**src/rtl/pnr_pkg.sv**
```systemverilog
// rtl/pnr_pkg.sv - shared state encoding and default widths for the PNR trigger sequencer
package pnr_pkg;

    typedef enum logic [2:0] {
        IDLE    = 3'd0,
        ARMED   = 3'd1,
        DELAY   = 3'd2,
        HOLDOFF = 3'd3,
        DONE    = 3'd4
    } state_t;

    localparam int DEF_DELAY_W = 16;
    localparam int DEF_HOLD_W  = 16;
    localparam int DEF_CNT_W   = 32;

endpackage

```
**src/rtl/pnr_trig_sync.sv**
```systemverilog
// rtl/pnr_trig_sync.sv - external trigger synchroniser with selectable edge detect
module pnr_trig_sync
    import pnr_pkg::*;
#(
    parameter int SYNC_STAGES = 2
) (
    input  logic ADC_CLK,
    input  logic rst_i,
    input  logic trig_raw,
    input  logic edge_sel,
    output logic qe
);

    logic [SYNC_STAGES-1:0] sync;
    logic                   hist;
    logic                   last;

    assign last = sync[SYNC_STAGES-1];

    // qe is registered, giving SYNC_STAGES+1 cycles from the raw transition
    always_ff @(posedge ADC_CLK) begin
        if (rst_i) begin
            sync <= '0;
            hist <= 1'b0;
            qe   <= 1'b0;
        end else begin
            sync <= {sync[SYNC_STAGES-2:0], trig_raw};
            hist <= last;
            qe   <= edge_sel ? (hist & ~last) : (last & ~hist);
        end
    end

endmodule

```
**src/rtl/pnr_trigger_sequencer.sv**
```systemverilog
// rtl/pnr_trigger_sequencer.sv - per-shot trigger, delayed sample strobe, holdoff and shot accounting
module pnr_trigger_sequencer
    import pnr_pkg::*;
#(
    parameter int DELAY_W     = DEF_DELAY_W,
    parameter int HOLD_W      = DEF_HOLD_W,
    parameter int CNT_W       = DEF_CNT_W,
    parameter int SYNC_STAGES = 2
) (
    input  logic               ADC_CLK,
    input  logic               rst_i,
    input  logic               ext_trig_i,
    input  logic               trig_edge_sel_i,
    input  logic               arm_i,
    input  logic               disarm_i,
    input  logic [DELAY_W-1:0] sample_delay_i,
    input  logic [HOLD_W-1:0]  holdoff_i,
    input  logic [CNT_W-1:0]   shot_target_i,
    input  logic               fifo_full_i,
    output logic               trigger_o,
    output logic               delayed_trigger_o,
    output logic               armed_o,
    output logic               done_o,
    output logic [CNT_W-1:0]   shot_cnt_o,
    output logic [CNT_W-1:0]   missed_cnt_o,
    output logic [CNT_W-1:0]   dropped_cnt_o,
    output logic               overflow_o
);

    localparam logic [CNT_W-1:0]   CNT_ONE   = 1;
    localparam logic [DELAY_W-1:0] DELAY_ONE = 1;
    localparam logic [HOLD_W-1:0]  HOLD_ONE  = 1;

    state_t             state;
    logic               qe;
    logic [DELAY_W-1:0] delay_cnt;
    logic [HOLD_W-1:0]  hold_cnt;
    logic [HOLD_W-1:0]  hold_lat;
    logic [CNT_W-1:0]   target_lat;

    pnr_trig_sync #(.SYNC_STAGES(SYNC_STAGES)) u_sync (
        .ADC_CLK  (ADC_CLK),
        .rst_i    (rst_i),
        .trig_raw (ext_trig_i),
        .edge_sel (trig_edge_sel_i),
        .qe       (qe)
    );

    assign armed_o = (state == ARMED) || (state == DELAY) || (state == HOLDOFF);
    assign done_o  = (state == DONE);

    always_ff @(posedge ADC_CLK) begin
        if (rst_i) begin
            state             <= IDLE;
            trigger_o         <= 1'b0;
            delayed_trigger_o <= 1'b0;
            delay_cnt         <= '0;
            hold_cnt          <= '0;
            hold_lat          <= '0;
            target_lat        <= '0;
            shot_cnt_o        <= '0;
            missed_cnt_o      <= '0;
            dropped_cnt_o     <= '0;
            overflow_o        <= 1'b0;
        end else begin
            trigger_o         <= 1'b0;
            delayed_trigger_o <= 1'b0;
            if (disarm_i) begin
                state <= IDLE;
            end else begin
                case (state)
                    IDLE, DONE: begin
                        if (arm_i) begin
                            state         <= ARMED;
                            shot_cnt_o    <= '0;
                            missed_cnt_o  <= '0;
                            dropped_cnt_o <= '0;
                            overflow_o    <= 1'b0;
                        end
                    end
                    ARMED: begin
                        if (qe) begin
                            state      <= DELAY;
                            trigger_o  <= 1'b1;
                            delay_cnt  <= sample_delay_i;
                            hold_lat   <= holdoff_i;
                            target_lat <= shot_target_i;
                        end
                    end
                    DELAY: begin
                        if (qe && missed_cnt_o != '1)
                            missed_cnt_o <= missed_cnt_o + CNT_ONE;
                        if (delay_cnt == '0) begin
                            state    <= HOLDOFF;
                            hold_cnt <= hold_lat;
                            if (fifo_full_i) begin
                                overflow_o <= 1'b1;
                                if (dropped_cnt_o != '1)
                                    dropped_cnt_o <= dropped_cnt_o + CNT_ONE;
                            end else begin
                                delayed_trigger_o <= 1'b1;
                                if (shot_cnt_o != '1)
                                    shot_cnt_o <= shot_cnt_o + CNT_ONE;
                            end
                        end else begin
                            delay_cnt <= delay_cnt - DELAY_ONE;
                        end
                    end
                    HOLDOFF: begin
                        if (qe && missed_cnt_o != '1)
                            missed_cnt_o <= missed_cnt_o + CNT_ONE;
                        if (hold_cnt == '0) begin
                            if (target_lat != '0 && shot_cnt_o == target_lat)
                                state <= DONE;
                            else
                                state <= ARMED;
                        end else begin
                            hold_cnt <= hold_cnt - HOLD_ONE;
                        end
                    end
                    default: state <= IDLE;
                endcase
            end
        end
    end

endmodule

```
**config.mk**
```make
export PLATFORM = sky130hd
export DESIGN_NAME = pnr_trigger_sequencer
export DESIGN_NICKNAME = d
export VERILOG_FILES = /design/src/rtl/pnr_pkg.sv /design/src/rtl/pnr_trig_sync.sv /design/src/rtl/pnr_trigger_sequencer.sv
export SDC_FILE = /design/constraint.sdc
export NUM_CORES = 1
export LEC_CHECK = 0
export CAP_MARGIN = 40
export CORE_UTILIZATION = 51
export CTS_CLUSTER_DIAMETER = 40
export DETAILED_ROUTE_END_ITERATION = 8
export GPL_ROUTABILITY_DRIVEN = 0
export PLACE_DENSITY = 0.89
export SLEW_MARGIN = 20
export SYNTH_ARGS = -nofsm -noshare
export SYNTH_HDL_FRONTEND = slang
export SYNTH_SLANG_ARGS = --single-unit
export TNS_END_PERCENT = 30
```
**constraint.sdc**
```tcl
create_clock -name ADC_CLK -period 3.3 [get_ports ADC_CLK]
set_input_delay 0.495 -clock ADC_CLK [delete_from_list [all_inputs] [get_ports ADC_CLK]]
set_output_delay 0.495 -clock ADC_CLK [all_outputs]
set_load 0.02 [all_outputs]
```
After elaboration in Yosys (flattened, before gate mapping) --
Cells that the tools add are included.
Operators by class: add/subtract/negate cells 5, equal/unequal tests 19, multiplexer cells 30, bitwise operators 8, reductions and logical operators 25
Operators by type and width (count):
- $mux 32 | 8
- $pmux 32 s2 | 3
- $add 32x1->32 const B | 3
- $ne 32x32->1 const B | 3
- $mux 16 | 4
- $pmux 16 s2 | 2
- $eq 32x32->1 | 1
- $logic_not 16->1 | 2
- $reduce_bool 32->1 | 1
- $sub 16x1->16 const B | 2
- $reduce_and 4->1 | 4
- $mux 3 | 5
- $ne 2x1->1 const B | 6
- $pmux 3 s4 | 1
- $reduce_and 6->1 | 2
- $ne 2x2->1 const B | 5
- $reduce_bool 2->1 | 4
- $eq 3x2->1 const B | 2
- $mux 1 | 6
- $not 1->1 | 6
- $reduce_or 2->1 | 3
- $reduce_and 5->1 | 1
- $reduce_or 4->1 | 1
- $eq 3x1->1 const B | 1
- other kinds (8) | 11
Storage, ports and cells: register bits after elaboration 186, input bits 71, output and inout bits 101, logic and storage cells 101

Logic depth before layout (Yosys ltp) --
depth in word-level cells 5, gate-level depth with buffers 11, mapped depth without buffers 8

By module --
A second synthesis with hierarchy kept.
Unflattened totals: cell total of the unflattened synthesis 1181, area, all modules 9178.8 um^2
By module, submodules not included:
- pnr_trigger_sequencer | times used 1, cells an instance 1171, area an instance 9054.9 um^2, sequential area each 3643.5 um^2
- pnr_trig_sync | times used 1, cells an instance 10, area an instance 123.9 um^2, sequential area each 80.1 um^2

Worst setup path after synthesis --
No wires, ideal clock.
kind reg2reg, from register missed_cnt_o[2], to register missed_cnt_o[12], setup time 128 ps, data arrival time 2084 ps, data required time 3172 ps, slack 1088 ps, cell stages (with the launch flop) 7, buffers on the path 0, clock period less this slack 2212 ps, path through dfxtp_1 -> nand4_1 -> or4_1 -> o41a_1 -> nand4_1 -> xor2_1 -> nor2_1
On the way: cells in the longest elaborated chain, start to end 4, elaborated cells between the ends (all ways) 7, those cells by class add/sub: 1; eq/ne: 2; mux: 2; reduce/logical: 2
Ends and longest elaborated chain:
- start, declared | line pnr_trigger_sequencer.sv:25 | output logic [CNT_W-1:0] missed_cnt_o,
- start signal, assigned | line pnr_trigger_sequencer.sv:92 | missed_cnt_o <= missed_cnt_o + CNT_ONE;
- start signal, assigned | line pnr_trigger_sequencer.sv:111 | missed_cnt_o <= missed_cnt_o + CNT_ONE;
- parallel branches: the longest is 4 deep, another holds $add 32x1->32
Parallel ways; which one is timed is not known. The select of a mux whose other input is x is not followed. A chain may end at the register's enable or synchronous reset.

Worst setup path after layout --
from register delay_cnt[1], to register shot_cnt_o[30]
On the way: cells in the longest elaborated chain, start to end 3
Ends and longest elaborated chain:
- start, declared | line pnr_trigger_sequencer.sv:36 | logic [DELAY_W-1:0] delay_cnt;
- start signal, assigned | line pnr_trigger_sequencer.sv:85 | delay_cnt <= sample_delay_i;
- start signal, assigned | line pnr_trigger_sequencer.sv:106 | delay_cnt <= delay_cnt - DELAY_ONE;
- $logic_not 16->1 | line pnr_trigger_sequencer.sv:93 | if (delay_cnt == '0) begin
- $ne 2x1->1 (no line)
- $reduce_and 6->1 (no line)
- end signal, assigned | line pnr_trigger_sequencer.sv:103 | shot_cnt_o <= shot_cnt_o + CNT_ONE;
- end, declared | line pnr_trigger_sequencer.sv:24 | output logic [CNT_W-1:0] shot_cnt_o,
No other way between the ends.

==> flow_summary.json <==
{
  "fin_ws_ns": 0.517,
  "yosysWarnings": 0,
  "leakagePower_uw": 0.00393,
  "arrival_ns": 3.15,
  "regArea_mm2": 0.00372,
  "port_buffers": 171,
  "place_ws_ns": 0.407,
  "postCtsSetupBuffers": 0,
  "clkTransAtPathRegs_ns": 0.07,
  "synth_top_area_frac": 0.397,
  "die_area_mm2": 0.0189,
  "outcome": "finished clean",
  "hold_viol_final": 0,
  "syn_area_mm2": 0.00939,
  "routedWlPerCell_um": 16.0,
  "grt_pass1_vias": 8407,
  "drt_iter0_drc": 714,
  "end_kind": "register",
  "critPathKind": "reg -> reg",
  "report.final.slew_viol_count": 0,
  "fillers": 1524,
  "ys.flop_type": "dfxtp_1",
  "synth_commonest_cells": "nand2_1, dfxtp_1, nor2_1",
  "start_util": 0.521,
  "wl_mm": 25.4,
  "synth_area_leaders": "dfxtp_1, nand2_1, a21oi_1, nor2_1, xnor2_1",
  "area_delta_synth_final_pct": 26.0,
  "fmax_ghz": 0.359,
  "vias_per_cell": 5.92,
  "hold_path_end": "missed_cnt_o[23]$_SDFFE_PP0P_",
  "cts_tree": "built",
  "fp.dieW_um": 138,
  "rsz0062_at_grt": "false",
  "hold_path_class": "in -> reg",
  "synth-seq-cells": 186,
  "ctsResizeCount": 0,
  "cp_max_fo": 15,
  "clockBufferDepth": 2,
  "ys_seq_area_frac": 0.397,
  "p_per_area_mw_per_mm2": 379,
  "vdd_ir_drop_max_uv": 387,
  "synth-async-reset-ratio": 0,
  "cap_violations": 0,
  "synth_largest_area_cell": "dfxtp_1",
  "worst_setup_path_start_kind": "register",
  "numCtsBuffers": 17,
  "row_count": 49,
  "reg2regPathDepth": 8,
  "dp.final_hpwl_mm": 18.1,
  "synth_nets": 1278,
  "grt-ovfl-total": 0,
  "r2r-end": "shot_cnt_o[30]$_SDFFE_PP0P_",
  "vias": 9400,
  "drc": 0,
  "antenna_found_initial": 0,
  "placed_area_mm2": 0.0113,
  "syn_avg_cell_area_um2": 7.82,
  "clockRootBuffer": "clkbuf_16",
  "setup_viol": 0,
  "fin_crit_sh": 0.843,
  "die_h_um": 138,
  "synthDistinctLibCells": 69,
  "pin_count": 172,
  "drt_pre_antenna_iters": 5,
  "final_nets": 1424,
  "clock-sinks": 186,
  "num_antenna_cells": 0,
  "postSynthCellCount": 1200,
  "tightest_slew_ns": 0.874,
  "synth_most_common_cell": "nand2_1",
  "grt_pass1_wl_mm": 40.6,
  "fin_setup_tns_ns": 0,
  "multi_input_area_mm2": 0.00531,
  "clock_latency_ns": 0.44,
  "final_util": 0.656,
  "grtUsageTotal": 0.269,
  "core_mm2": 0.0180,
  "min-delay-start": "rst_i",
  "min_path_cells": 4,
  "hold_buffers": 0,
  "final_antenna_net_count": 0,
  "rrSetupSlack_ns": 0.52,
  "relSlewSlack": 0.415,
  "drive_gt1_frac": 0.0559,
  "finish.instance_area_mm2": 0.0118,
  "fin_crit_ns": 2.78,
  "synth-edff-count": 0,
  "r2r-start": "delay_cnt[1]$_SDFFE_PP0P_",
  "grt_max_degree": 58,
  "cp.required_ns": 3.67,
  "fin_worst_skew_ns": 0.0105,
  "htreeDepth": 4
}
==> through the flow <==
stage	hold WS, ns	instances	power (µW)
6_report	0.420	1588	4480
4_1_cts	0.408	1587	4500
3_3_place_gp	0.415	1553	2540
2_1_floorplan	0.414	1200	2420
3_5_place_dp	0.431	1555	2550
5_1_grt	0.454	1588	4610
==> logic make-up (layout without fill, tap and decap cells) <==
| group | after synthesis | in the layout | share of synthesized area |
|---|---|---|---|
| muxes | 3 | 3 | 0.00320 |
| adders and majority gates | 7 | 7 | 0.00933 |
| and+or+nand+nor | 596 | 596 | 0.321 |
| xor gates and xnor gates | 94 | 94 | 0.0877 |
| AOI/OAI and AO/OA | 232 | 232 | 0.144 |
| DFF | 186 | 186 | 0.397 |
| buffers and inverters | 82 | 241 | 0.0379 |
==> how the worst max path moves through the flow <==
stage / from / end
6_report: delay_cnt[1]$_SDFFE_PP0P_ / shot_cnt_o[30]$_SDFFE_PP0P_
5_1_grt: delay_cnt[0]$_SDFFE_PP0P_ / shot_cnt_o[30]$_SDFFE_PP0P_
4_1_cts: delay_cnt[0]$_SDFFE_PP0P_ / shot_cnt_o[30]$_SDFFE_PP0P_
3_5_place_dp: arm_i / missed_cnt_o[22]$_SDFFE_PP0P_
3_3_place_gp: arm_i / missed_cnt_o[26]$_SDFFE_PP0P_
2_1_floorplan: missed_cnt_o[2]$_SDFFE_PP0P_ / missed_cnt_o[12]$_SDFFE_PP0P_
==> sequential cells by signal (all words and copies together), names as in the netlist, 2 cells and up <==
signal / count
dropped_cnt_o: 32
shot_cnt_o: 32
hold_lat: 16
state: 3
delay_cnt: 16
target_lat: 32
u_sync.sync: 2
missed_cnt_o: 32
hold_cnt: 16
==> cell type report <==
type / instances / area share
multi-input cells: 932 / 0.449
flip-flops and latches: 186 / 0.315
repair buffers: 193 / 0.159
clock buffers: 21 / 0.0381
well taps: 229 / 0.0242
clock inverters: 11 / 0.00931
inverters: 16 / 0.00508
==> power by group <==
| part | switching, µW | internal [µW] |
|---|---|---|
| clock | 908 | 1070 |
| combinational | 122 | 118 |
| sequential | 9.77 | 2250 |
==> cell usage in the layout (no fill, tap or decap), types with 5 or more instances in the layout <==
cell,instances
a211oi_1,7
a21oi_1,115
a31oi_1,7
and2_1,9
and3_1,14
and4_1,9
buf_4,19
clkbuf_16,17
clkdlybuf4s50_1,170
dfxtp_1,186
ha_1,7
inv_1,16
inv_6,5
nand2_1,200
nand2b_1,6
nand3_1,59
nand4_1,47
nor2_1,119
nor3_1,28
nor3b_1,5
nor4_1,25
o211ai_1,10
o21ai_0,46
o21ai_1,9
o41ai_1,5
or3_1,25
or4_1,12
xnor2_1,51
xor2_1,43
==> routing by layer <==
metal,up-vias,wire length [µm],GRT usage
met5,-,0,0
met4,0,582,0.0983
met3,56,1800,0.0368
met2,407,12300,0.453
met1,4386,10700,0.349
li1,4551,-,-
==> worst max-delay path: stages, from the launching register on <==
cell and delay, ns:
dfxtp_1 0.33, inv_1 0.13, ha_1 0.21, nor4b_1 0.24, and4_1 0.45, a31o_2 0.44
nand4_1 0.28, or4_1 0.48, a21oi_1 0.15
(Power assumes the default switching activity.)
